$ cat src/rtl/rcv_ctrl_if.sv
// Line/host-side signal bundle for the 8N1 receive sequencer.
// slave: the sequencer itself; master: whoever drives the line and consumes the buffer.
interface rcv_ctrl_if;
    logic serial_in;
    logic data_read;
    logic shift_enable;
    logic load_buffer;
    logic data_ready;
    logic overrun_error;
    logic framing_error;
    logic rx_busy;

    modport master (
        output serial_in,
        output data_read,
        input  shift_enable,
        input  load_buffer,
        input  data_ready,
        input  overrun_error,
        input  framing_error,
        input  rx_busy
    );

    modport slave (
        input  serial_in,
        input  data_read,
        output shift_enable,
        output load_buffer,
        output data_ready,
        output overrun_error,
        output framing_error,
        output rx_busy
    );
endinterface

$ cat src/rtl/rcv_ctrl.sv
// Receive-side sequencer for an 8N1 serial receiver: start detect, bit timing, stop check, status flags.
// Optional macro RCV_CTRL_SYNC_EN adds a two-flop synchronizer on serial_in (+2 cycles latency).
module rcv_ctrl #(
    parameter int CLKS_PER_BIT = 10,
    parameter int NUM_BITS     = 8
) (
    input logic       clk,
    input logic       rst,
    rcv_ctrl_if.slave bus
);
    localparam int TIMER_W = $clog2(CLKS_PER_BIT);
    localparam int CNT_W   = $clog2(NUM_BITS + 1);

    localparam logic [TIMER_W-1:0] HALF_M1  = TIMER_W'(CLKS_PER_BIT / 2 - 1);
    localparam logic [TIMER_W-1:0] BIT_END  = TIMER_W'(CLKS_PER_BIT - 1);
    localparam logic [TIMER_W-1:0] TIMER_1  = TIMER_W'(1);
    localparam logic [CNT_W-1:0]   LAST_BIT = CNT_W'(NUM_BITS - 1);
    localparam logic [CNT_W-1:0]   CNT_1    = CNT_W'(1);

    typedef enum logic [2:0] {
        IDLE      = 3'd0,
        START_CHK = 3'd1,
        RECV      = 3'd2,
        STOP_CHK  = 3'd3,
        LOAD      = 3'd4
    } state_t;

    state_t               state, state_n;
    logic [TIMER_W-1:0]   timer, timer_n;
    logic [CNT_W-1:0]     bit_cnt, bit_cnt_n;
    logic                 prev_in;
    logic                 line;
    logic                 data_ready, data_ready_n;
    logic                 overrun, overrun_n;
    logic                 framing, framing_n;
    logic                 shift_en;
    logic                 load;

`ifdef RCV_CTRL_SYNC_EN
    logic sync_p0, sync_p1;

    // Synchronizer stage boundary: pin -> sync_p0 -> sync_p1
    always_ff @(posedge clk) begin
        if (rst) begin
            sync_p0 <= 1'b1;
            sync_p1 <= 1'b1;
        end else begin
            sync_p0 <= bus.serial_in;
            sync_p1 <= sync_p0;
        end
    end

    assign line = sync_p1;
`else
    assign line = bus.serial_in;
`endif

    always_ff @(posedge clk) begin
        if (rst) begin
            state      <= IDLE;
            timer      <= '0;
            bit_cnt    <= '0;
            prev_in    <= 1'b1;
            data_ready <= 1'b0;
            overrun    <= 1'b0;
            framing    <= 1'b0;
        end else begin
            state      <= state_n;
            timer      <= timer_n;
            bit_cnt    <= bit_cnt_n;
            prev_in    <= line;
            data_ready <= data_ready_n;
            overrun    <= overrun_n;
            framing    <= framing_n;
        end
    end

    always_comb begin
        state_n      = state;
        timer_n      = timer;
        bit_cnt_n    = bit_cnt;
        framing_n    = framing;
        data_ready_n = data_ready;
        overrun_n    = overrun;
        shift_en     = 1'b0;
        load         = 1'b0;

        case (state)
            IDLE: begin
                // Only a fresh 1->0 edge starts a frame; a line held low never retriggers.
                if (prev_in && !line) begin
                    state_n = START_CHK;
                    timer_n = '0;
                end
            end
            START_CHK: begin
                timer_n = timer + TIMER_1;
                if (timer == HALF_M1) begin
                    timer_n = '0;
                    if (!line) begin
                        state_n   = RECV;
                        bit_cnt_n = '0;
                        framing_n = 1'b0;
                    end else begin
                        state_n = IDLE;
                    end
                end
            end
            RECV: begin
                if (timer == BIT_END) begin
                    timer_n   = '0;
                    shift_en  = 1'b1;
                    bit_cnt_n = bit_cnt + CNT_1;
                    if (bit_cnt == LAST_BIT) begin
                        state_n = STOP_CHK;
                    end
                end else begin
                    timer_n = timer + TIMER_1;
                end
            end
            STOP_CHK: begin
                if (timer == BIT_END) begin
                    timer_n = '0;
                    if (line) begin
                        state_n = LOAD;
                    end else begin
                        framing_n = 1'b1;
                        state_n   = IDLE;
                    end
                end else begin
                    timer_n = timer + TIMER_1;
                end
            end
            LOAD: begin
                load    = 1'b1;
                state_n = IDLE;
            end
            default: begin
                state_n = IDLE;
                timer_n = '0;
            end
        endcase

        // A read coinciding with a load consumes the old byte, so no overrun is raised.
        if (load && data_ready && !bus.data_read) begin
            overrun_n = 1'b1;
        end else if (bus.data_read) begin
            overrun_n = 1'b0;
        end

        if (load) begin
            data_ready_n = 1'b1;
        end else if (bus.data_read) begin
            data_ready_n = 1'b0;
        end
    end

    assign bus.shift_enable  = shift_en;
    assign bus.load_buffer   = load;
    assign bus.rx_busy       = (state != IDLE);
    assign bus.data_ready    = data_ready;
    assign bus.overrun_error = overrun;
    assign bus.framing_error = framing;

endmodule

$ cat src/flat_wrapper.sv
// flat-port wrapper written by rule: the top's interface ports become plain ports
module rcv_ctrl_flat 
#(
    parameter int CLKS_PER_BIT = 10,
    parameter int NUM_BITS     = 8
)
  (clk, rst, bus_serial_in, bus_data_read, bus_shift_enable, bus_load_buffer, bus_data_ready, bus_overrun_error, bus_framing_error, bus_rx_busy);
  rcv_ctrl_if bus_i ();
  input logic clk;
  input logic rst;
  input wire logic [$bits(bus_i.serial_in)-1:0] bus_serial_in;
  input wire logic [$bits(bus_i.data_read)-1:0] bus_data_read;
  output wire logic [$bits(bus_i.shift_enable)-1:0] bus_shift_enable;
  output wire logic [$bits(bus_i.load_buffer)-1:0] bus_load_buffer;
  output wire logic [$bits(bus_i.data_ready)-1:0] bus_data_ready;
  output wire logic [$bits(bus_i.overrun_error)-1:0] bus_overrun_error;
  output wire logic [$bits(bus_i.framing_error)-1:0] bus_framing_error;
  output wire logic [$bits(bus_i.rx_busy)-1:0] bus_rx_busy;
  assign bus_i.serial_in = bus_serial_in;
  assign bus_i.data_read = bus_data_read;
  assign bus_shift_enable = bus_i.shift_enable;
  assign bus_load_buffer = bus_i.load_buffer;
  assign bus_data_ready = bus_i.data_ready;
  assign bus_overrun_error = bus_i.overrun_error;
  assign bus_framing_error = bus_i.framing_error;
  assign bus_rx_busy = bus_i.rx_busy;
  rcv_ctrl #(.CLKS_PER_BIT(CLKS_PER_BIT), .NUM_BITS(NUM_BITS)) u_core (.clk(clk), .rst(rst), .bus(bus_i));
endmodule
$ cat config.mk
export PLATFORM = sky130hd
export DESIGN_NAME = rcv_ctrl_flat
export DESIGN_NICKNAME = d
export VERILOG_FILES = /design/src/rtl/rcv_ctrl_if.sv /design/src/rtl/rcv_ctrl.sv /design/src/flat_wrapper.sv
export SDC_FILE = /design/constraint.sdc
export NUM_CORES = 1
export LEC_CHECK = 0
export BUFFER_PORTS_ARGS = -buffer_cell sky130_fd_sc_hd__buf_2
export CORE_MARGIN = 2
export CORE_UTILIZATION = 54
export CTS_BUF_LIST = sky130_fd_sc_hd__clkbuf_8 sky130_fd_sc_hd__clkbuf_16
export CTS_CLUSTER_DIAMETER = 30
export DETAILED_ROUTE_END_ITERATION = 8
export PLACE_DENSITY = 0.75
export SYNTH_ARGS = -nofsm -noshare
export SYNTH_HDL_FRONTEND = slang
export SYNTH_SLANG_ARGS = --single-unit
$ cat constraint.sdc
create_clock -name clk -period 2.6 [get_ports clk]
set_clock_uncertainty 0.05 [all_clocks]
set_input_delay 0.52 -clock clk [delete_from_list [all_inputs] [get_ports clk]]
set_output_delay 0.52 -clock clk [all_outputs]
set_load 0.01 [all_outputs]
==> reports/metrics.csv <==
stage;metric;value;unit
clock_network;root_buffer;clkbuf_8;
synth;synth_nets;105;
grt;grt_pass1_vias;638;
drt;viasPerCell;5.98;
layout;antenna_cells;0;
setup_path;criticalPathCategory;flop to output port;
drt;routed_wirelength;1.70;mm
setup_path;cp.required;2.03;ns
floorplan;initial_core_util;0.569;
clock_network;cts_tree;yes;
layout;drive_above_1_share;0.196;
drt;dr.pass1.iters;4;
power_and_ir_drop;netSwitchingPower;125;uW
sta;timing.final.crit_share;0.814;
drt;antenna_left;0;
setup_path;cp.arrival;1.55;ns
synth;yosysSeqAreaShare;0.359;
sta;tns;0;ns
grt;grt_usage;0.207;
drt;wl_per_cell;13.8;um
power_and_ir_drop;power_switching_share;0.255;
synth;ys_warn_count;0;
power_and_ir_drop;seqPwrFrac;0.500;
power_and_ir_drop;p_int;365;uW
sta;fmax;472;MHz
drt;drt_iter0_markers;23;
setup_path;endpoint_kind;output port;
clock_network;h-tree-depth;1;
power_and_ir_drop;clockPowerShare;0.377;
placement;hpwl;1.19;mm
clock_network;clkSinkCount;15;
floorplan;fp.dieH;43.4;um
sta;hold_violations;0;
floorplan;die_area;0.00188;sq mm
drt;drc;0;
sta;fin_crit;2.12;ns
synth;avgSynthCellArea;8.63;sq um
drt;vias;735;
floorplan;core-area;0.00147;sq mm
sta;rsz0062_at_grt;false;
clock_network;clk_pin_slew;0.06;ns
clock_network;cts_resized;0;
layout;nNetsFinal;116;
floorplan;row_count;14;
floorplan;die_x;43.4;um
sta;setup_viol;0;
setup_path;crit_fanout;10;
placement;place_area;886;sq um
clock_network;cts_buffer_depth;2;
clock_network;cts_buffers;3;
clock_network;clock_latency;0.25;ns
sta;slew_headroom;0.727;
placement;gp_congestion;0.804;
setup_path;start_kind;flop;
hold_path;hp-class;input port to flop;
status;status;completed;
layout;fin_area;931;sq um
placement;placement.io_buffers;9;
grt;grt_overflow;0;
synth;netlist_instances;97;
sta;drv_slew;0;
clock_network;hold_buffers;0;
grt;grt_first_pass_wirelength;2.82;mm
power_and_ir_drop;peakVddDrop;321;uV
synth;synthesis.area;837;sq um
synth;ys_seq_elements;15;
grt;grt_start_max_net_pins;16;
clock_network;post_cts_buffers;0;
layout;layout_common_cells;dfxtp_1, nand2_1, buf_2;
sta;worst_pin_slew;0.409;ns
layout;final_common_cell;dfxtp_1;
power_and_ir_drop;p_per_area;527;mW/mm^2
grt;antenna_found_initial;0;
run;maxCapViolCount;0;
power_and_ir_drop;power_frac_comb;0.122;
synth;synth.distinct_cells;34;
layout;area_growth;11.2;%
floorplan;num_io_pins;10;
power_and_ir_drop;p_leak;0.377;nW
[per-layer routing]
layer | global-route usage | vias to the layer above | share of wire
met5 | 0 | - | 0
met4 | 0.0727 | 0 | 0.010
met3 | 0.0833 | 4 | 0.068
met2 | 0.328 | 24 | 0.45
met1 | 0.255 | 337 | 0.47
li1 | - | 370 | -
[Yosys cell counts]
| library cell | count | share of area |
|---|---|---|
| dfxtp_1 | 15 | 0.36 |
| nand2_1 | 10 | 0.045 |
| a21oi_1 | 7 | 0.042 |
| nand2b_1 | 7 | 0.052 |
| inv_1 | 6 | 0.027 |
| nand3_1 | 6 | 0.036 |
| ha_1 | 4 | 0.060 |
| nor2_1 | 4 | 0.018 |
| nor3_1 | 4 | 0.024 |
| a31oi_1 | 3 | 0.022 |
| nand3b_1 | 3 | 0.027 |
| a221oi_1 | 2 | 0.021 |
| nand4b_1 | 2 | 0.021 |
| o2111ai_1 | 2 | 0.021 |
| o21a_1 | 2 | 0.018 |
| o21ai_0 | 2 | 0.012 |
| a2111oi_0 | 1 | 0.010 |
| a211oi_1 | 1 | 0.0090 |
| and2_1 | 1 | 0.0075 |
| and2_2 | 1 | 0.0090 |
| and3b_2 | 1 | 0.012 |
| and3b_4 | 1 | 0.015 |
| buf_2 | 1 | 0.0060 |
| buf_4 | 1 | 0.0090 |
| clkbuf_1 | 1 | 0.0045 |
| inv_2 | 1 | 0.0045 |
| mux2i_1 | 1 | 0.012 |
| nor2b_1 | 1 | 0.0075 |
| nor3b_2 | 1 | 0.015 |
| nor4b_2 | 1 | 0.018 |
| o22ai_1 | 1 | 0.0075 |
| o32ai_4 | 1 | 0.033 |
| or2_2 | 1 | 0.0075 |
| or3_2 | 1 | 0.0090 |
[per-stage QoR]
stage	power [mW]	setup slack [ns]	instances	hold WS (ns)	utilization
after floorplan	0.292	1.02	97	0.391	-
after global placement	0.308	0.793	119	0.396	0.602
after detailed placement	0.310	0.779	119	0.412	0.602
after CTS	0.494	0.492	123	0.398	0.633
after global routing	0.515	0.349	123	0.402	0.633
final	0.491	0.484	123	0.398	0.633
[cells by family (layout without fill, tap and decap cells)]
group,Yosys count,after routing,synth area share
adder cells (fa/ha/maj),4,4,0.0598
multiplexers,1,1,0.0120
AO/OA/AOI/OAI,22,22,0.196
flip-flops,15,15,0.359
buffers and inverters,10,20,0.0508
AND/OR/NAND/NOR,45,45,0.323
[power groups by stage]
stage | Combinational (mW) | Clock, mW | Sequential [mW]
finish | 0.0600 | 0.185 | 0.246
global route | 0.0675 | 0.201 | 0.247
CTS | 0.0600 | 0.189 | 0.245
detailed placement | 0.0594 | 0 | 0.251
global placement | 0.0584 | 0 | 0.250
floorplan | 0.0430 | 0 | 0.249
[path summary, 6_finish.rpt]
check / from / to / slack, ns / cells past startpoint
min reg2reg: u_core.bit_cnt[3]$_SDFFE_PP0P_ / u_core.bit_cnt[3]$_SDFFE_PP0P_ / 0.42 / 2
max: u_core.state[1]$_SDFFE_PP0P_ / bus_shift_enable / 0.48 / 4
max reg2reg: u_core.timer[0]$_SDFFE_PP0P_ / u_core.bus.framing_error$_SDFFE_PP0P_ / 0.83 / 6
min: bus_data_read / u_core.bus.overrun_error$_SDFFE_PP0P_ / 0.40 / 2
[state kept, by name (all words and copies together) (netlist names)]
register / cells
u_core.state: 3
u_core.prev_in: 1
u_core.timer: 4
u_core.bus.overrun_error: 1
u_core.bus.framing_error: 1
u_core.bit_cnt: 4
u_core.bus.data_ready: 1
[area by class of cell]
type                       count  area, sq um
fill                         141          541
multi-input combinational     72          494
sequential                    15          300
timing repair buffer           9         45.0
clock buffer                   3         41.3
inverter                       7         26.3
tap                           16         20.0
clock inverter                 1         3.75
[worst max-delay path, cell delays in order, from the launching register on]
cell,delay [ns]
dfxtp_1,0.57
nor3b_2,0.30
nand2_1,0.15
inv_2,0.14
buf_2,0.14
(Power assumes the default switching activity.)
